### src/rtl/ramp_value_control_pkg.sv
// Shared definitions for the front-panel press-and-hold value controls:
// acceleration stage thresholds, stage decode and limit-mode encodings.
package ramp_value_control_pkg;

   localparam int STAGE_COUNT = 5;
   localparam int STAGE_W     = 3;
   localparam int SECS_W      = 4;
   localparam int SECS_MAX    = 15;

   // Hold time (whole seconds) that must be exceeded to enter stage 1..4.
   localparam int STAGE_THR [STAGE_COUNT-1] = '{1, 2, 4, 7};

   typedef enum int {
      COUPLE_NONE  = 0,
      COUPLE_FLOOR = 1,
      COUPLE_CEIL  = 2
   } couple_e;

   typedef enum int {
      WRAP_SAT = 0,
      WRAP_ON  = 1
   } wrap_e;

   function automatic logic [STAGE_W-1:0] stage_of(input logic [SECS_W-1:0] secs);
      logic [STAGE_W-1:0] s;
      s = '0;
      for (int i = 0; i < STAGE_COUNT - 1; i++) begin
         if (int'(secs) > STAGE_THR[i]) s = s + 1'b1;
      end
      return s;
   endfunction

endpackage

### src/rtl/ramp_value_control_if.sv
// Panel-side bundle of a value control: press/load requests in, value and status out.
interface ramp_value_control_if #(parameter int WIDTH = 12);

   logic             ENABLE;
   logic             UP;
   logic             DOWN;
   logic [WIDTH-1:0] BOUND;
   logic             LOAD;
   logic [WIDTH-1:0] LOAD_VAL;
   logic [WIDTH-1:0] VALUE;
   logic             AT_LIMIT;
   logic [2:0]       STAGE;

   modport master (
      output ENABLE, UP, DOWN, BOUND, LOAD, LOAD_VAL,
      input  VALUE, AT_LIMIT, STAGE
   );

   modport slave (
      input  ENABLE, UP, DOWN, BOUND, LOAD, LOAD_VAL,
      output VALUE, AT_LIMIT, STAGE
   );

endinterface

### src/rtl/ramp_value_control_hold_accel_timer.sv
// Hold timer: first step on the press, then steps at a period that shrinks by 4x
// per acceleration stage as whole seconds of hold accumulate.
module hold_accel_timer
   import ramp_value_control_pkg::*;
#(
   parameter int CLK_HZ  = 100000000,
   parameter int BASE_HZ = 2
) (
   input  logic               FF_CLOCK,
   input  logic               RESET,
   input  logic               enable,
   input  logic               held,
   output logic               step,
   output logic [STAGE_W-1:0] stage
);

   localparam int CW = $clog2(CLK_HZ);

   logic [CW-1:0]     period_m1 [STAGE_COUNT];
   logic [CW-1:0]     step_cnt_reg, step_cnt_next;
   logic [CW-1:0]     sub_cnt_reg, sub_cnt_next;
   logic [SECS_W-1:0] secs_reg, secs_next;
   logic              run_prev_reg;
   logic              blocked_reg, blocked_next;
   logic              run;

   for (genvar gi = 0; gi < STAGE_COUNT; gi++) begin : g_period
      assign period_m1[gi] = CW'(CLK_HZ / (BASE_HZ * (4 ** gi)) - 1);
   end

   // blocked_reg keeps a press that survived reset from stepping until it is released.
   always_comb begin
      run           = enable & held & ~blocked_reg;
      blocked_next  = blocked_reg & enable & held;
      stage         = stage_of(secs_reg);
      step          = run & (~run_prev_reg | (step_cnt_reg >= period_m1[stage]));
      step_cnt_next = '0;
      sub_cnt_next  = '0;
      secs_next     = '0;
      if (run) begin
         step_cnt_next = step ? '0 : step_cnt_reg + 1'b1;
         if (sub_cnt_reg == CW'(CLK_HZ - 1)) begin
            sub_cnt_next = '0;
            secs_next    = (secs_reg == SECS_W'(SECS_MAX)) ? secs_reg : secs_reg + 1'b1;
         end else begin
            sub_cnt_next = sub_cnt_reg + 1'b1;
            secs_next    = secs_reg;
         end
      end
   end

   always_ff @(posedge FF_CLOCK or posedge RESET) begin
      if (RESET) begin
         step_cnt_reg <= '0;
         sub_cnt_reg  <= '0;
         secs_reg     <= '0;
         run_prev_reg <= 1'b0;
         blocked_reg  <= 1'b1;
      end else begin
         step_cnt_reg <= step_cnt_next;
         sub_cnt_reg  <= sub_cnt_next;
         secs_reg     <= secs_next;
         run_prev_reg <= run;
         blocked_reg  <= blocked_next;
      end
   end

endmodule

### src/rtl/ramp_value_control.sv
// Press-and-hold value control: effective limit selection, step/load/wrap
// datapath and the registered at-limit flag, driven by hold_accel_timer.
module ramp_value_control
   import ramp_value_control_pkg::*;
#(
   parameter int WIDTH     = 12,
   parameter int RESET_VAL = 4095,
   parameter int LO_LIMIT  = 0,
   parameter int HI_LIMIT  = 4095,
   parameter int CLK_HZ    = 100000000,
   parameter int BASE_HZ   = 2,
   parameter int COUPLE    = 0,
   parameter int WRAP      = 0
) (
   input  logic FF_CLOCK,
   input  logic RESET,
   ramp_value_control_if.slave bus
);

   localparam int VW      = WIDTH + 1;
   localparam bit WRAP_EN = (WRAP == int'(WRAP_ON)) && (COUPLE == int'(COUPLE_NONE));

   logic [VW-1:0]      value_ext, bound_ext, load_ext, lo_eff, hi_eff;
   logic [WIDTH-1:0]   value_reg, value_next;
   logic               at_limit_reg, at_limit_next;
   logic               up_held, dn_held, step;
   logic [STAGE_W-1:0] stage;

   hold_accel_timer #(
      .CLK_HZ  (CLK_HZ),
      .BASE_HZ (BASE_HZ)
   ) u_timer (
      .FF_CLOCK (FF_CLOCK),
      .RESET    (RESET),
      .enable   (bus.ENABLE),
      .held     (bus.UP ^ bus.DOWN),
      .step     (step),
      .stage    (stage)
   );

   assign up_held   = bus.ENABLE & bus.UP & ~bus.DOWN;
   assign dn_held   = bus.ENABLE & bus.DOWN & ~bus.UP;
   assign value_ext = VW'(value_reg);
   assign bound_ext = VW'(bus.BOUND);
   assign load_ext  = VW'(bus.LOAD_VAL);

   always_comb begin
      lo_eff = VW'(LO_LIMIT);
      hi_eff = VW'(HI_LIMIT);
      if (COUPLE == int'(COUPLE_FLOOR) && bound_ext > lo_eff) lo_eff = bound_ext;
      if (COUPLE == int'(COUPLE_CEIL) && bound_ext < hi_eff) hi_eff = bound_ext;
   end

   // A value left outside the limits by a moving BOUND snaps to the violated limit.
   always_comb begin
      value_next = value_reg;
      if (bus.LOAD) begin
         if (load_ext < lo_eff)      value_next = WIDTH'(lo_eff);
         else if (load_ext > hi_eff) value_next = WIDTH'(hi_eff);
         else                        value_next = bus.LOAD_VAL;
      end else if (step) begin
         if (value_ext < lo_eff)      value_next = WIDTH'(lo_eff);
         else if (value_ext > hi_eff) value_next = WIDTH'(hi_eff);
         else if (up_held) begin
            if (value_ext < hi_eff) value_next = WIDTH'(value_ext + 1'b1);
            else if (WRAP_EN)       value_next = WIDTH'(lo_eff);
         end else if (dn_held) begin
            if (value_ext > lo_eff) value_next = WIDTH'(value_ext - 1'b1);
            else if (WRAP_EN)       value_next = WIDTH'(hi_eff);
         end
      end
      at_limit_next = ~WRAP_EN & ((up_held & (value_ext >= hi_eff)) |
                                  (dn_held & (value_ext <= lo_eff)));
   end

   always_ff @(posedge FF_CLOCK or posedge RESET) begin
      if (RESET) begin
         value_reg    <= WIDTH'(RESET_VAL);
         at_limit_reg <= 1'b0;
      end else begin
         value_reg    <= value_next;
         at_limit_reg <= at_limit_next;
      end
   end

   assign bus.VALUE    = value_reg;
   assign bus.AT_LIMIT = at_limit_reg;
   assign bus.STAGE    = stage;

endmodule

### src/flat_wrapper.sv
// flat-port wrapper written by rule: the top's interface ports become plain ports
module ramp_value_control_flat import ramp_value_control_pkg::*;
#(
   parameter int WIDTH     = 12,
   parameter int RESET_VAL = 4095,
   parameter int LO_LIMIT  = 0,
   parameter int HI_LIMIT  = 4095,
   parameter int CLK_HZ    = 100000000,
   parameter int BASE_HZ   = 2,
   parameter int COUPLE    = 0,
   parameter int WRAP      = 0
)
  (FF_CLOCK, RESET, bus_ENABLE, bus_UP, bus_DOWN, bus_BOUND, bus_LOAD, bus_LOAD_VAL, bus_VALUE, bus_AT_LIMIT, bus_STAGE);
  ramp_value_control_if #(.WIDTH(WIDTH)) bus_i ();
  input  logic FF_CLOCK;
  input  logic RESET;
  input wire logic [$bits(bus_i.ENABLE)-1:0] bus_ENABLE;
  input wire logic [$bits(bus_i.UP)-1:0] bus_UP;
  input wire logic [$bits(bus_i.DOWN)-1:0] bus_DOWN;
  input wire logic [$bits(bus_i.BOUND)-1:0] bus_BOUND;
  input wire logic [$bits(bus_i.LOAD)-1:0] bus_LOAD;
  input wire logic [$bits(bus_i.LOAD_VAL)-1:0] bus_LOAD_VAL;
  output wire logic [$bits(bus_i.VALUE)-1:0] bus_VALUE;
  output wire logic [$bits(bus_i.AT_LIMIT)-1:0] bus_AT_LIMIT;
  output wire logic [$bits(bus_i.STAGE)-1:0] bus_STAGE;
  assign bus_i.ENABLE = bus_ENABLE;
  assign bus_i.UP = bus_UP;
  assign bus_i.DOWN = bus_DOWN;
  assign bus_i.BOUND = bus_BOUND;
  assign bus_i.LOAD = bus_LOAD;
  assign bus_i.LOAD_VAL = bus_LOAD_VAL;
  assign bus_VALUE = bus_i.VALUE;
  assign bus_AT_LIMIT = bus_i.AT_LIMIT;
  assign bus_STAGE = bus_i.STAGE;
  ramp_value_control #(.WIDTH(WIDTH), .RESET_VAL(RESET_VAL), .LO_LIMIT(LO_LIMIT), .HI_LIMIT(HI_LIMIT), .CLK_HZ(CLK_HZ), .BASE_HZ(BASE_HZ), .COUPLE(COUPLE), .WRAP(WRAP)) u_core (.FF_CLOCK(FF_CLOCK), .RESET(RESET), .bus(bus_i));
endmodule
### config.mk
export PLATFORM = sky130hd
export DESIGN_NAME = ramp_value_control_flat
export DESIGN_NICKNAME = d
export VERILOG_FILES = /design/src/rtl/ramp_value_control_pkg.sv /design/src/rtl/ramp_value_control_if.sv /design/src/rtl/ramp_value_control_hold_accel_timer.sv /design/src/rtl/ramp_value_control.sv /design/src/flat_wrapper.sv
export SDC_FILE = /design/constraint.sdc
export NUM_CORES = 1
export LEC_CHECK = 0
export ABC_AREA = 1
export CAP_MARGIN = 20
export CORE_MARGIN = 3
export CORE_UTILIZATION = 35
export DETAILED_ROUTE_END_ITERATION = 10
export PLACE_DENSITY = 0.54
export SYNTH_ARGS = -nofsm -noshare
export SYNTH_HDL_FRONTEND = slang
export SYNTH_SLANG_ARGS = --single-unit
### constraint.sdc
create_clock -name FF_CLOCK -period 8.6 [get_ports FF_CLOCK]
set_clock_uncertainty 0.1 [all_clocks]
set_input_delay 1.29 -clock FF_CLOCK [delete_from_list [all_inputs] [get_ports FF_CLOCK]]
set_output_delay 1.29 -clock FF_CLOCK [all_outputs]
set_load 0.02 [all_outputs]
# Word level (Yosys, flattened, before mapping)
# Memory sizes are Yosys's and may differ from the RTL's.
# Cells that the tools add are included.
[classes]
bitwise_logic = 19
eq_ne = 5
mux = 23
magnitude_cmp = 14
add_sub_neg = 8
reduce_logical = 5
[op_table]
columns = ["op", "n"]
rows = [
  ["27-bit two-way mux", 6],
  ["12-bit two-way mux", 10],
  ["27-bit by 1-bit adder with 27-bit output (second input constant)", 2],
  ["27-bit == test (second input constant)", 1],
  ["27-bit greater-or-equal comparator", 1],
  ["12-bit greater-than comparator (second input constant)", 2],
  ["12-bit by 1-bit < comparator with 1-bit output (second input constant)", 2],
  ["12-bit by 1-bit adder with 12-bit output (second input constant)", 1],
  ["12-bit greater-or-equal comparator (second input constant)", 1],
  ["12-bit by 1-bit greater-than comparator with 1-bit output (second input constant)", 1],
  ["12-bit by 1-bit <= comparator with 1-bit output (second input constant)", 1],
  ["12-bit < comparator (second input constant)", 1],
  ["4-bit two-way mux", 3],
  ["12-bit by 1-bit subtractor with 12-bit output (second input constant)", 1],
  ["1-bit AND", 11],
  ["5-bit nonzero test", 2],
  ["3-bit by 1-bit adder with 3-bit output (second input constant)", 3],
  ["3-bit two-way mux", 3],
  ["4-bit by 3-bit greater-than comparator with 1-bit output (second input constant)", 2],
  ["5-bit inequality test (second input constant)", 1],
  ["4-bit by 1-bit adder with 4-bit output (second input constant)", 1],
  ["4-bit == test (second input constant)", 1],
  ["4-bit greater-or-equal comparator (second input constant)", 1],
  ["4-bit by 1-bit greater-than comparator with 1-bit output (second input constant)", 1],
  ["11 further kinds", 15],
]
[totals]
memories = 1
register_bits = 73
out_inout_bits = 16
romBits = 216
[mem_list]
columns = ["name", "depth", "word_bits", "rd", "rd_ports_with_merged_regs", "wr", "line_no", "source"]
rows = [
  ["(no name shown)", 8, 27, 1, 0, 0, "ramp_value_control_hold_accel_timer.sv:36", "step = run & (~run_prev_reg | (step_cnt_reg >= period_m1[stage]));"],
]

# Longest topological paths before layout
[logic_depth]
depth_word = 17
depth_mapped = 30
ltp_nobuf = 29

# Hierarchy
# A second synthesis with hierarchy kept.
[hier_totals]
hier_cells = 757
area_unflattened_um2 = 5681.7
[by_module_without_submodules]
columns = ["mod", "seq_area_each_um2", "n_inst", "cells_each", "area_per_inst_um2"]
rows = [
  ["hold_accel_timer", 1502.7, 1, 513, 4212.8],
  ["ramp_value_control", 340.3, 1, 244, 1468.9],
]

# Least setup slack after synthesis
# No wires, ideal clock.
[synth_path]
kind = "reg2reg"
startpoint = "register u_core.u_timer.secs_reg[0]"
endpoint = "register u_core.value_reg[1], in the netlist u_core.bus.VALUE[1]"
setup_slack_ps = 4531
path_buffers = 1
arrival_ps = 3893
path_stages_with_launch = 27
setup_time_ps = 76
required_ps = 8424
cell_sequence = "dfrtp_1 -> inv_1 -> ha_1 -> o21ai_0 -> ha_1 -> xor2_1 -> ha_1 -> nand2_1 -> inv_1 -> nor2_1 -> a21oi_4 -> inv_1 -> nor2_1 -> inv_1 -> ha_1 -> inv_1 -> nor4_1 -> nand3_1 -> nor2_1 -> nand3_1 -> o21bai_1 -> a21oi_2 -> nand2_2 -> nand2_4 -> buf_4 -> nand3_1 -> nand2_1"
[synth_via]
elab_chain_len = 17
elab_cells_between_ends = 20
classes_between = "add/sub (3); order compare (5); mux (6); bitwise (3); reduce/logical (2); memory (1)"
[synth_lines]
columns = ["element", "line_no", "source"]
rows = [
  ["from (decl)", "ramp_value_control_hold_accel_timer.sv:22", "logic [SECS_W-1:0] secs_reg, secs_next;"],
  ["from (signal assigned)", "ramp_value_control_hold_accel_timer.sv:62", "secs_reg <= secs_next;"],
  ["4-bit by 1-bit greater-than comparator with 1-bit output", "ramp_value_control_pkg.sv:28", "if (int'(secs) > STAGE_THR[i]) s = s + 1'b1;"],
  ["1-bit two-way mux", "ramp_value_control_pkg.sv:28", ""],
  ["3-bit by 1-bit adder with 3-bit output", "ramp_value_control_pkg.sv:28", ""],
  ["3-bit two-way mux", "ramp_value_control_pkg.sv:28", ""],
  ["3-bit by 1-bit adder with 3-bit output", "ramp_value_control_pkg.sv:28", ""],
  ["3-bit two-way mux", "ramp_value_control_pkg.sv:28", ""],
  ["3-bit by 1-bit adder with 3-bit output", "ramp_value_control_pkg.sv:28", ""],
  ["3-bit two-way mux (*)", "ramp_value_control_pkg.sv:28", ""],
  ["named net bus_STAGE[2]", "flat_wrapper.sv:25", "output wire logic [$bits(bus_i.STAGE)-1:0] bus_STAGE;"],
  ["3-bit NOT with 4-bit output (not written as such) (*)", "ramp_value_control_hold_accel_timer.sv:36", ""],
  ["memory read 8 x 27 bit (*)", "-", ""],
  ["27-bit two-way mux (not written as such) (*) (2 in a row)", "ramp_value_control_hold_accel_timer.sv:36", ""],
  ["27-bit greater-or-equal comparator (*)", "ramp_value_control_hold_accel_timer.sv:36", ""],
  ["1-bit bitwise OR (*)", "ramp_value_control_hold_accel_timer.sv:36", ""],
  ["1-bit AND (*)", "ramp_value_control_hold_accel_timer.sv:36", ""],
  ["2-bit nonzero test (no source line) (*)", "-", ""],
  ["4-bit AND reduction (no source line) (*)", "-", ""],
  ["to (signal assigned)", "ramp_value_control.sv:78", "value_reg <= WIDTH'(RESET_VAL);"],
  ["to (signal assigned)", "ramp_value_control.sv:81", "value_reg <= value_next;"],
  ["to (decl)", "ramp_value_control.sv:24", "logic [WIDTH-1:0] value_reg, value_next;"],
]
# The timed path passes the listed nets; every way through them passes the cells marked *. The select of a mux whose other input is x is not followed.
# A chain may end at the register's enable or synchronous reset.

# Final worst setup path
[layout_path]
startpoint = "register u_core.u_timer.secs_reg[0]"
endpoint = "register u_core.u_timer.step_cnt_reg[9]"
[layout_via]
elab_chain_len = 17
elab_cells_between_ends = 20
classes_between = "add/sub (3); order compare (5); mux (8); bitwise (3); memory (1)"
[layout_lines]
columns = ["element", "line_no", "source"]
rows = [
  ["4-bit by 1-bit greater-than comparator with 1-bit output", "ramp_value_control_pkg.sv:28", ""],
  ["1-bit two-way mux", "ramp_value_control_pkg.sv:28", ""],
  ["3-bit by 1-bit adder with 3-bit output", "ramp_value_control_pkg.sv:28", ""],
  ["3-bit two-way mux", "ramp_value_control_pkg.sv:28", ""],
  ["3-bit by 1-bit adder with 3-bit output", "ramp_value_control_pkg.sv:28", ""],
  ["3-bit two-way mux", "ramp_value_control_pkg.sv:28", ""],
  ["3-bit by 1-bit adder with 3-bit output", "ramp_value_control_pkg.sv:28", ""],
  ["3-bit two-way mux (*)", "ramp_value_control_pkg.sv:28", ""],
  ["3-bit NOT with 4-bit output (not written as such) (*)", "ramp_value_control_hold_accel_timer.sv:36", ""],
  ["memory read 8 x 27 bit (*)", "-", ""],
  ["27-bit two-way mux (not written as such) (*) (2 in a row)", "ramp_value_control_hold_accel_timer.sv:36", ""],
  ["27-bit greater-or-equal comparator (*)", "ramp_value_control_hold_accel_timer.sv:36", ""],
  ["1-bit bitwise OR (*)", "ramp_value_control_hold_accel_timer.sv:36", ""],
  ["1-bit AND (*)", "ramp_value_control_hold_accel_timer.sv:36", ""],
  ["27-bit two-way mux (*)", "ramp_value_control_hold_accel_timer.sv:41", "step_cnt_next = step ? '0 : step_cnt_reg + 1'b1;"],
  ["27-bit two-way mux (*)", "ramp_value_control_hold_accel_timer.sv:40", "if (run) begin"],
  ["named net u_core.u_timer.step_cnt_next[9]", "ramp_value_control_hold_accel_timer.sv:20", "logic [CW-1:0] step_cnt_reg, step_cnt_next;"],
  ["to (signal assigned)", "ramp_value_control_hold_accel_timer.sv:60", "step_cnt_reg <= step_cnt_next;"],
  ["to (decl)", "ramp_value_control_hold_accel_timer.sv:20", ""],
]
# Marks and branches as above.

==> metrics.cfg <==
[grt]
antenna_found_initial=0
grt_pass1_wl_mm=20.8
grt-ovfl-total=0
grt_max_degree=74
track_usage_pct=15.6
grt_pass1_vias=4433

[sta]
setup_ws_ns=3.74
tns_ns=0
rsz0062_at_grt=false
fin_crit_sh_pct=56.5
timing.hold.ws_ns=0.358
worst_pin_slew_ns=0.942
slew_headroom_pct=37.2
hold_violations=0
min_period_ns=4.86
finalSetupViolCount=0
finalMaxSlewViolations=0
fmax_mhz=206

[setup_path]
required_ns=8.74
path_class=reg -> reg
crit_chain=inv_1 -> ha_1 -> o21ai_0 -> ha_1 -> xor2_1 -> ha_1 -> nand2_1 -> inv_1 -> nor2_1 -> a21oi_4 -> inv_1 -> nor2_1 -> inv_1 -> ha_1 -> a21oi_1 -> o21ai_0 -> nand4_1 -> nand4_1 -> o21bai_1 -> a21oi_2 -> nand3_2 -> nor3b_1
crit_arrival_ns=4.99
critPathCaptureType=flop
slowest_delay_ns=0.48
crit_fanout=25
crit_buf_inv=4
crit_path_start_kind=flop
worst_path_max_delay_cell=nand3_2
crit_family=simple AND/OR/NAND/NOR gates

[route]
post_drt_wl_per_cell_um=13.2
vias_per_cell=5.05
vias=4528
first_iter_violations=241
antenna_left=0
dr.pass1.iters=5
drc_errors=0
wl_mm=11.8

[placement]
gp_congestion=0.895
numPortBuffers=33
dpl-instance-area_um2=5700
dp_cells=881
dp.final_hpwl_mm=8.79
dp_slack_ns=3.74

[floorplan]
die_y_um=128
fp-row-count=43
top_level_ports=46
initial_core_util_pct=36.5
core_um2=14200
die_w_um=128
die-area_um2=16300

[hold_path]
hold_path.class=reg -> reg

[finish]
fin_cells=897
final_area_um2=5990
nets=785
syn_to_final_growth_pct=15.6
final_util_pct=42.2
n_antenna_cell=0
drive_gt1_share_pct=8.37
final_cell_mix=nand2_1 (134), inv_1 (83), nor2_1 (83)
nFillCells=1491
final_common_cell=nand2_1

[pwr]
total_power_mw=1.12
comb_power_share_pct=29.2
seqPwrFrac_pct=37.2
clockPowerShare_pct=33.6
ir_drop_v=0.000113
p_per_area_nw_per_um2=187
p_leak_nw=2.65
p_switching_mw=0.376
p_int_mw=0.743
switching_share_pct=33.6

[yosys]
synth_area_um2=5190
ys_ff_latch=73
synthSimpleGateAreaFrac_pct=31.3
yosysWarningCount=0
muxShareOfSynthArea_pct=0
syn_nets=748
synthXorXnorAreaFrac_pct=5.74
syn_inst=675
synth_top_area_share_pct=29.0
synthAdderAreaFrac_pct=10.5
synth_compound_area_share_pct=9.65
synth_top_family_by_area=simple AND/OR/NAND/NOR gates
synth.area.top_cells=dfrtp_1 (29%), ha_1 (10%), nand2_1 (9.7%), dfstp_2 (6.6%), inv_1 (6.1%)
synth.largest_area_cell=dfrtp_1
synth.distinct_cells=49
synthArstFlopShare_pct=100
synthFlopType=dfrtp_1
synth-edff-count=0
yosysSeqAreaShare_pct=35.5
syn_area_per_cell_um2=7.68

[cts]
clk_pin_slew_ns=0.06
htree_levels=3
cts_resized=0
cts.sinks=73
clk_path_buf_depth=2
cts-buffers-inserted=9
cts_setup_buffers=0
cts_root_buffer=clkbuf_16
cts_tree=yes
clkLatencyLatePin_ns=0.34
cts-hold-fix-buffers=0

[run]
maxCapViolCount=0

[outcome]
status=complete, no violations

[synthesized netlist by cell type (3+ instances only)]
master and number:
o21ai_0 32, xnor2_1 7, nand3_1 40, nand3_2 4, nand4_1 22, a21oi_1 35
dfstp_2 13, nor3_1 18, ha_1 42, o21bai_1 4, a31oi_1 3, xor2_1 27
clkbuf_1 3, nor2_1 83, o21a_1 3, nor3b_1 5, nor4_1 10, nand2_2 4
inv_1 84, nor2_2 5, nand2_1 134, dfrtp_1 60
[power groups by stage]
stage	registers, mW	clock network [mW]	logic, mW
after global routing	0.421	0.405	0.370
after global placement	0.422	0	0.323
final	0.416	0.376	0.326
after detailed placement	0.422	0	0.326
after CTS	0.416	0.390	0.329
after floorplan	0.433	0	0.209
[final timing paths]
check / start / end / slack [ns] / cells past startpoint
min in group asynchronous: RESET / u_core.u_timer.sub_cnt_reg[1] / 1.45 / 3
worst max register to register: u_core.u_timer.secs_reg[0] / u_core.u_timer.step_cnt_reg[9] / 3.74 / 22
worst min-delay path: u_core.u_timer.sub_cnt_reg[26] / u_core.u_timer.sub_cnt_reg[26] / 0.36 / 1
worst min register to register: u_core.u_timer.sub_cnt_reg[26] / u_core.u_timer.sub_cnt_reg[26] / 0.36 / 1
max in group asynchronous: RESET / u_core.u_timer.secs_reg[0] / 6.32 / 3
worst max-delay path: u_core.u_timer.secs_reg[0] / u_core.u_timer.step_cnt_reg[9] / 3.74 / 22
[layer usage]
metal	share of wire, %	wire, um	vias to the layer above	GRT usage [%]
met3	4.2	496	16	2.96
met4	2.1	246	0	6.18
met2	44	5180	78	24.2
met1	50	5900	2123	21.5
met5	0	0	-	0
li1	-	-	2311	-
[layout make-up]
class | instances | area [um2] | area share [%]
Multi-Input combinational cell | 507 | 2970 | 49.5
Sequential cell | 73 | 1840 | 30.7
Timing Repair Buffer | 34 | 338 | 5.64
Inverter | 87 | 327 | 5.45
Clock buffer | 10 | 229 | 3.82
Tap cell | 180 | 225 | 3.76
Clock inverter | 6 | 67.6 | 1.13
[kinds of logic after synthesis]
kind of cell    count (synthesis)
buf+inv                        95
compound gates                 88
fa+ha+maj                      43
xor+xnor                       34
flops                          73
simple gates                  342
[worst register-to-register path, delay by kind of cell (launching register included)]
| family | cells | cell delay, ns |
|---|---|---|
| xor gates and xnor gates | 1 | 0.25 |
| AOI/OAI and AO/OA | 6 | 1.09 |
| and+or+nand+nor | 7 | 1.35 |
| DFF | 1 | 0.42 |
| adders and majority gates | 4 | 1.03 |
| buffers and inverters | 4 | 0.52 |
(Power assumes the default switching activity.)
